<file path="config.mk">
export PLATFORM = sky130hd
export DESIGN_NAME = sram_1rw_ctrl
export DESIGN_NICKNAME = d
export VERILOG_FILES = /design/src/rtl/sram_ctrl_pkg.sv /design/src/rtl/sram_ctrl_rsp_fifo.sv /design/src/rtl/sram_1rw_ctrl.sv
export SDC_FILE = /design/constraint.sdc
export NUM_CORES = 1
export LEC_CHECK = 0
export BUFFER_PORTS_ARGS = -buffer_cell sky130_fd_sc_hd__buf_2
export CORE_ASPECT_RATIO = 0.6
export CORE_MARGIN = 4
export CORE_UTILIZATION = 25
export CTS_CLUSTER_DIAMETER = 150
export CTS_CLUSTER_SIZE = 14
export DETAILED_ROUTE_END_ITERATION = 16
export HOLD_SLACK_MARGIN = 0.08
export PLACE_DENSITY = 0.55
export SLEW_MARGIN = 10
export SYNTH_ARGS = -nofsm -noshare
export SYNTH_HDL_FRONTEND = slang
export SYNTH_SLANG_ARGS = --single-unit
</file>
<file path="constraint.sdc">
create_clock -name clk -period 10 [get_ports clk]
set_clock_uncertainty 0.05 [all_clocks]
set_input_delay 2 -clock clk [delete_from_list [all_inputs] [get_ports clk]]
set_output_delay 2 -clock clk [all_outputs]
set_load 0.1 [all_outputs]
</file>
<file path="src/rtl/sram_ctrl_pkg.sv">
// Shared types and helpers for the single-port SRAM controller.
// Holds the run-state enum, the response record and the byte-enable expander.
package sram_ctrl_pkg;

    localparam int SRAM_BITS = 32;

    typedef enum logic {
        ST_INIT,
        ST_RUN
    } state_t;

    typedef struct packed {
        logic [SRAM_BITS-1:0] rdata;
        logic                 we;
    } rsp_t;

    function automatic logic [SRAM_BITS-1:0] be_to_mask(input logic [SRAM_BITS/8-1:0] be);
        logic [SRAM_BITS-1:0] m;
        m = '0;
        for (int unsigned i = 0; i < SRAM_BITS / 8; i++) begin
            m[i*8 +: 8] = {8{be[i]}};
        end
        return m;
    endfunction

endpackage

</file>
<file path="src/rtl/sram_ctrl_rsp_fifo.sv">
// Response FIFO for sram_1rw_ctrl: DEPTH entries, head driven from storage flops,
// occupancy exported so the controller can hand out request credits.
module sram_ctrl_rsp_fifo
    import sram_ctrl_pkg::*;
#(
    parameter int DEPTH = 2,
    parameter int CW    = $clog2(DEPTH + 1)
) (
    input  logic          clk,
    input  logic          rst,
    input  logic          push,
    input  rsp_t          push_data,
    input  logic          pop,
    output logic          head_valid,
    output rsp_t          head_data,
    output logic [CW-1:0] count
);

    localparam int PW = (DEPTH > 1) ? $clog2(DEPTH) : 1;

    rsp_t          mem [DEPTH];
    logic [PW-1:0] wr_ptr;
    logic [PW-1:0] rd_ptr;
    logic [CW-1:0] cnt;
    logic          pop_ok;
    logic          push_ok;

    function automatic logic [PW-1:0] ptr_inc(input logic [PW-1:0] p);
        return (p == PW'(DEPTH - 1)) ? '0 : p + PW'(1);
    endfunction

    assign pop_ok  = pop & head_valid;
    // A push into a full FIFO is only legal when the head leaves in the same cycle.
    assign push_ok = push & ((cnt != CW'(DEPTH)) | pop_ok);

    always_ff @(posedge clk) begin
        if (rst) begin
            wr_ptr <= '0;
            rd_ptr <= '0;
            cnt    <= '0;
            for (int unsigned i = 0; i < DEPTH; i++) begin
                mem[i] <= '0;
            end
        end else begin
            if (push_ok) begin
                mem[wr_ptr] <= push_data;
                wr_ptr      <= ptr_inc(wr_ptr);
            end
            if (pop_ok) begin
                rd_ptr <= ptr_inc(rd_ptr);
            end
            case ({push_ok, pop_ok})
                2'b10:   cnt <= cnt + CW'(1);
                2'b01:   cnt <= cnt - CW'(1);
                default: cnt <= cnt;
            endcase
        end
    end

    assign head_valid = (cnt != '0);
    assign head_data  = head_valid ? mem[rd_ptr] : '0;
    assign count      = cnt;

endmodule

</file>
<file path="src/rtl/sram_1rw_ctrl.sv">
// Initiator-side controller for the 1RW SRAM macro with credit-based response return.
// Define SRAM_CTRL_ZEROIZE_EN to clear the whole array after every reset before accepting traffic.
module sram_1rw_ctrl
    import sram_ctrl_pkg::*;
#(
    parameter int BITS       = 32,
    parameter int WORD_DEPTH = 2048,
    parameter int ADDR_WIDTH = 11,
    parameter int RSP_DEPTH  = 2
) (
    input  logic                  clk,
    input  logic                  rst,
    input  logic                  req_valid,
    output logic                  req_ready,
    input  logic                  req_we,
    input  logic [ADDR_WIDTH-1:0] req_addr,
    input  logic [BITS-1:0]       req_wdata,
    input  logic [BITS/8-1:0]     req_be,
    output logic                  rsp_valid,
    input  logic                  rsp_ready,
    output logic [BITS-1:0]       rsp_rdata,
    output logic                  rsp_we,
    output logic                  sram_ce,
    output logic                  sram_we,
    output logic [ADDR_WIDTH-1:0] sram_addr,
    output logic [BITS-1:0]       sram_wd,
    output logic [BITS-1:0]       sram_wmask,
    input  logic [BITS-1:0]       sram_rd,
    output logic                  init_done
);

    localparam int CW = $clog2(RSP_DEPTH + 1);

    if (BITS != SRAM_BITS || (BITS % 8) != 0 || (1 << ADDR_WIDTH) != WORD_DEPTH || RSP_DEPTH < 2)
    begin : g_bad_cfg
        $error("sram_1rw_ctrl: unsupported parameter combination");
    end

    logic                  init_done_q;
    logic                  init_wr;
    logic [ADDR_WIDTH-1:0] init_addr_q;
    logic                  inflight_q;
    logic                  inflight_we_q;
    logic                  accept;
    logic                  pop;
    logic [CW-1:0]         fifo_count;
    logic [CW:0]           credits_used;
    logic [CW:0]           credit_limit;
    logic                  head_valid;
    rsp_t                  head_data;
    rsp_t                  push_data;

`ifdef SRAM_CTRL_ZEROIZE_EN
    state_t state_q;

    always_ff @(posedge clk) begin
        if (rst) begin
            state_q     <= ST_INIT;
            init_addr_q <= '0;
            init_done_q <= 1'b0;
        end else begin
            case (state_q)
                ST_INIT: begin
                    if (init_addr_q == ADDR_WIDTH'(WORD_DEPTH - 1)) begin
                        state_q     <= ST_RUN;
                        init_done_q <= 1'b1;
                    end else begin
                        init_addr_q <= init_addr_q + ADDR_WIDTH'(1);
                    end
                end
                ST_RUN:  init_done_q <= 1'b1;
                default: state_q <= ST_INIT;
            endcase
        end
    end

    assign init_wr = (state_q == ST_INIT) & ~rst;
`else
    always_ff @(posedge clk) begin
        if (rst) begin
            init_done_q <= 1'b0;
        end else begin
            init_done_q <= 1'b1;
        end
    end

    assign init_wr     = 1'b0;
    assign init_addr_q = '0;
`endif

    assign init_done = init_done_q;

    // A response leaving this cycle frees its slot for a request accepted in the same cycle.
    assign pop          = head_valid & rsp_ready;
    assign credits_used = {1'b0, fifo_count} + (CW+1)'(inflight_q);
    assign credit_limit = (CW+1)'(RSP_DEPTH) + (CW+1)'(pop);
    assign req_ready    = init_done_q & ~rst & (credits_used < credit_limit);
    assign accept       = req_valid & req_ready;

    always_comb begin
        sram_ce    = 1'b0;
        sram_we    = 1'b0;
        sram_addr  = '0;
        sram_wd    = '0;
        sram_wmask = '0;
        if (init_wr) begin
            sram_ce    = 1'b1;
            sram_we    = 1'b1;
            sram_addr  = init_addr_q;
            sram_wmask = '1;
        end else if (accept) begin
            sram_ce   = 1'b1;
            sram_we   = req_we;
            sram_addr = req_addr;
            if (req_we) begin
                sram_wd    = req_wdata;
                sram_wmask = be_to_mask(req_be);
            end
        end
    end

    always_ff @(posedge clk) begin
        if (rst) begin
            inflight_q    <= 1'b0;
            inflight_we_q <= 1'b0;
        end else begin
            inflight_q    <= accept;
            inflight_we_q <= accept & req_we;
        end
    end

    always_comb begin
        push_data.we    = inflight_we_q;
        push_data.rdata = inflight_we_q ? '0 : sram_rd;
    end

    sram_ctrl_rsp_fifo #(
        .DEPTH (RSP_DEPTH),
        .CW    (CW)
    ) u_rsp_fifo (
        .clk        (clk),
        .rst        (rst),
        .push       (inflight_q),
        .push_data  (push_data),
        .pop        (pop),
        .head_valid (head_valid),
        .head_data  (head_data),
        .count      (fifo_count)
    );

    assign rsp_valid = head_valid;
    assign rsp_rdata = head_data.rdata;
    assign rsp_we    = head_data.we;

endmodule
</file>
# Word level (Yosys, flattened, before mapping)
# Memory sizes are Yosys's and may differ from the RTL's. A register that Yosys moved wholly into a read port is not among the register bits.
# Index checks and enable logic that the tools add are counted.
[classes]
muxes = 23
addsub = 6
eq_ne = 3
n_reduce_logical = 3
magnitude_cmp = 1
bitwise = 9
[ops]
columns = ["op", "count"]
rows = [
  ["$mux 32", 5],
  ["$mux 33", 2],
  ["$reduce_or 33->1", 1],
  ["$mux 1", 14],
  ["$mux 11", 1],
  ["$and 1x1->1", 7],
  ["$pmux 2 s2", 1],
  ["$reduce_bool 2->1", 2],
  ["$add 2x1->3", 1],
  ["$add 2x1->3 const A", 1],
  ["$lt 3x3->1", 1],
  ["$add 1x1->1 const B", 2],
  ["$add 2x1->2 const B", 1],
  ["$eq 2x1->1 const B", 1],
  ["$eq 2x2->1 const B", 1],
  ["$ne 2x2->1 const B", 1],
  ["$sub 2x1->2 const B", 1],
  ["$not 1->1", 1],
  ["$or 1x1->1", 1],
]
[word_totals]
register_bits = 7
input_bits = 84
mem_bits_rw = 66
memories = 1
[mem_list]
columns = ["memory", "depth", "word_bits", "read_ports", "rd_clocked_by_memory_dff", "wr", "line", "text"]
rows = [
  ["u_rsp_fifo.mem", 2, 33, 1, 1, 2, "sram_ctrl_rsp_fifo.sv:21", "rsp_t mem [DEPTH];"],
]

# Depth between registers and ports, before layout
[depth]
depth_word = 10
depth_mapped = 7

# By module
# From an unflattened synthesis, not the netlist that was laid out.
[hier_totals]
cells_unflattened = 436
area_unflattened_um2 = 4563.1
[modules_own_cells]
columns = ["mod", "cells_per_inst", "area_each_um2", "n_inst"]
rows = [
  ["sram_ctrl_rsp_fifo", 239, 3200.6, 1],
  ["sram_1rw_ctrl", 197, 1362.6, 1],
]

# Worst setup path before layout
# OpenSTA, ideal clock, no wires.
[synth_timing]
path_kind = "input -> output"
startpoint = "input port rst"
endpoint = "output port sram_addr[10]"
setup_slack_ps = 3254
arrival_time_ps = 4696
cell_stages = 4
cell_sequence = "buf_6 -> nor3b_4 -> nand2_1 -> nor3b_1"
[synth_via]
elab_chain_cells = 5
[synth_rtl]
columns = ["element", "line", "text"]
rows = [
  ["from (decl)", "sram_1rw_ctrl.sv:12", "input logic rst,"],
  ["$not 1->1", "sram_1rw_ctrl.sv:97", "assign req_ready = init_done_q & ~rst & (credits_used < credit_limit);"],
  ["$and 1x1->1 (2 in series)", "sram_1rw_ctrl.sv:97", ""],
  ["$and 1x1->1", "sram_1rw_ctrl.sv:98", "assign accept = req_valid & req_ready;"],
  ["$mux 11", "sram_1rw_ctrl.sv:111", "end else if (accept) begin"],
  ["to (decl)", "sram_1rw_ctrl.sv:25", "output logic [ADDR_WIDTH-1:0] sram_addr,"],
]
# No other way between the ends.

# Final worst setup path
[layout_timing]
startpoint = "input port rst"
endpoint = "output port sram_wmask[12]"
[layout_via]
elab_chain_cells = 5
[layout_rtl]
columns = ["element", "line", "text"]
rows = [
  ["$not 1->1", "sram_1rw_ctrl.sv:97", ""],
  ["$and 1x1->1 (2 in series)", "sram_1rw_ctrl.sv:97", ""],
  ["$and 1x1->1", "sram_1rw_ctrl.sv:98", ""],
  ["$mux 32", "sram_1rw_ctrl.sv:111", ""],
  ["to (decl)", "sram_1rw_ctrl.sv:27", "output logic [BITS-1:0] sram_wmask,"],
]
# No other way between the ends.

==> summary.txt <==
Run status
  – Outcome: finished clean

STA
  – Max Fclk: about 170 MHz
  – Hold Slack: 0.497 ns
  – Minimum clock period: between 5 and 6 ns
  – Unrepaired setup endpoints after global routing: false
  – Fin Setup TNS: 0 ns
  – Fin. max-slew vios: 0
  – Final setup fails: 0
  – Final hold violations: 0
  – Slew HR: 23.0%
  – Fin crit share: 58.4%
  – Least-Margin Pin Slew: 1.15 ns

Pwr
  – Sequential power share: 35.6%
  – Logic pwr share: 34.9%
  – Worst VDD drop: 0.0762 mV
  – Switching power: ~0.45 mW
  – Power per cell area: 198 nW/um^2
  – Static Leak: roughly 2.5 nW
  – Share of total power in the clock network: about 30%
  – Sw frac: 41.7%
  – P_int: around 0.62 mW

Final layout
  – N_diodes: 0
  – Reg area: 2140 um^2
  – Fin nets: 618
  – Most common cell after layout, fill and taps aside: buf_2
  – Most frequent cells in the layout: 196 x buf_2, 107 x nor2_1, 66 x edfxtp_1, 46 x nor3b_2, 34 x nand2_1
  – Area grow syn2layout: 28.4%
  – Final-layout fill cell count: 1706
  – Share of layout cells above drive strength 1: 50.6%
  – Footprint of the multi-input gates: ~1700 um^2

Placement
  – HPWL Detailed: 7910 um
  – Routability cong.: 0.783
  – IO buf count: 196

Critical path
  – Element type at the critical path end: output port
  – Crit path arrival time: 3.79 ns
  – Reg-to-reg startpoint: u_rsp_fifo.count[0]
  – CP required: slightly below 8 ns
  – Crit Path Class: in -> out
  – Crit path launch type: primary input
  – Critical path launch point: rst
  – Crit path max fanout: 38

GRT
  – Met2 GRT Util: around a fifth
  – First-pass GRT wire length: around 17000 um
  – Met3 usage: 3.11%
  – Largest net degree at the start of global routing: 53
  – GR Layer Usage met1: 15.0%
  – Total congestion overflow: 0
  – Initial antenna violation count: 0
  – GR peak layer: met2
  – Overall routing resource usage: a little under an eighth
  – Vias in the first global route: 3315

Logic synthesis
  – YS warnings: 0
  – Syn_area_per_cell: between 10 and 15 um^2
  – Cells after Synth: 377
  – Sequential-to-total area share from yosys stat: 50.9%
  – Syn Std Cell Area: 4210 um^2
  – Yosys cell types: 27
  – Syn_nets: around 460
  – Yosys reg bits: 74

Detailed routing
  – Starting DRT DRC Count: 149
  – Drt total wl: 11300 um
  – Number of routed nets with antenna violations: 0
  – DR vias/cell: approximately 4.2
  – Wire per inst: about 15 um
  – First drt pass iteration count: 4
  – DRC: 0
  – Vias: approximately 3200

Clock network
  – CTS H-tree lvls: 3
  – # resized after CTS: 0
  – CTS tree: built
  – # Post-CTS Setup Buffers: 0
  – Post-CTS Hold Buffers: 0
  – TritonCTS Buffers: 9
  – Bufs on Longest Clock Path: 2
  – Clk slew on worst S/H paths: 0.06 ns
  – Worst skew pair latency: 0.32 ns
  – Clock tree sinks: 74
  – Root Driver: clkbuf_16

Worst hold path
  – Hold Path Origin: u_rsp_fifo.rd_ptr
  – Hold Path Class: reg -> reg

Die
  – DIE AREA: 19000 um^2
  – Initial Util: approximately a quarter
  – Row cnt: 36
  – Die Ht: 108 um
  – Die width: 175 um
  – Core area: around 16000 um^2
  – # IOs: 197

Run
  – Max-Cap Viols: 0
[worst max-delay path: stages]
cell	delay, ns
buf_2	0.16
nor3b_4	0.25
nand3_2	0.09
buf_4	0.30
nor3b_2	0.46
buf_2	0.52
[sequential cells by signal, indices dropped and copies added, names as in the netlist, named ones only]
signal / count
u_rsp_fifo.count: 2
u_rsp_fifo.wr_ptr: 1
u_rsp_fifo.mem: 66
u_rsp_fifo.rd_ptr: 1
init_done: 1
inflight_we_q: 1
inflight_q: 1
[synthesized netlist by cell type]
master | count | area share (%)
a21bo_1 | 1 | 0.24
a21oi_1 | 1 | 0.12
buf_2 | 7 | 0.83
buf_4 | 34 | 6.1
buf_6 | 9 | 2.4
clkbuf_1 | 6 | 0.54
clkinv_1 | 1 | 0.089
dfxtp_1 | 8 | 3.8
edfxtp_1 | 66 | 47
ha_1 | 3 | 0.89
inv_1 | 3 | 0.27
mux2i_1 | 33 | 7.9
nand2_1 | 35 | 3.1
nand3_2 | 2 | 0.48
nand4_2 | 1 | 0.30
nor2_1 | 108 | 9.6
nor2b_1 | 2 | 0.30
nor3b_1 | 1 | 0.18
nor3b_2 | 46 | 14
nor3b_4 | 1 | 0.45
o21a_1 | 1 | 0.18
o21ai_0 | 2 | 0.24
o21ai_2 | 1 | 0.21
or3_1 | 1 | 0.15
or3b_4 | 1 | 0.27
xnor2_1 | 1 | 0.21
xor2_1 | 2 | 0.42
[power by group through the flow]
stage                     sequential [mW]  clock [mW]  combinational, mW
after floorplan                     0.370           0              0.330
after global placement              0.386           0              0.373
after detailed placement            0.387           0              0.376
after CTS                           0.380       0.326              0.377
after global routing                0.383       0.339              0.392
final                               0.380       0.315              0.372
[layer usage]
metal / part of all wire [%] / up-vias
li1: - / 1548
met1: 44 / 1539
met2: 49 / 92
met3: 5.8 / 9
met4: 0.87 / 0
met5: 0 / -
[logic make-up (layout without fill, tap and decap cells)]
family                     count (synthesis)  count (layout)  synth area share, %
and+or+nand+nor                          198             198                 28.5
DFF                                       74              74                 50.9
buffers and inverters                     60             219                 10.2
muxes                                     33              33                 7.85
AOI/OAI and AO/OA                          6               6                0.981
adders and majority gates                  3               3                0.892
xor gates and xnor gates                   3               3                0.625
[final timing paths]
check / endpoint / slack (ns) / cells past startpoint
max: sram_wmask[12] / 4.16 / 6
min: u_rsp_fifo.rd_ptr / 0.50 / 2
max reg2reg: u_rsp_fifo.mem[1][26] / 6.73 / 3
min reg2reg: u_rsp_fifo.rd_ptr / 0.50 / 2
[final cells by class]
type / instances / share of cell area [%]
Sequential cell: 74 / 39.7
Multi-Input combinational cell: 243 / 30.7
Timing Repair Buffer: 199 / 18.6
Clock inverter: 6 / 1.23
Tap cell: 228 / 5.28
Clock buffer: 10 / 4.24
Inverter: 4 / 0.278
[metrics by stage]
| step | setup slack (ns) | power [mW] | instance area, um^2 | std cells | utilization, % |
|---|---|---|---|---|---|
| floorplan | 3.25 | 0.700 | 4210 | 377 | - |
| global placement | 4.26 | 0.759 | 5110 | 748 | 31.2 |
| detailed placement | 4.18 | 0.763 | 5110 | 748 | 31.2 |
| CTS | 4.17 | 1.08 | 5400 | 764 | 33.0 |
| global route | 4.00 | 1.11 | 5400 | 764 | 33.0 |
| finish | 4.16 | 1.07 | 5400 | 764 | 33.0 |
(Power assumes the default switching activity.)
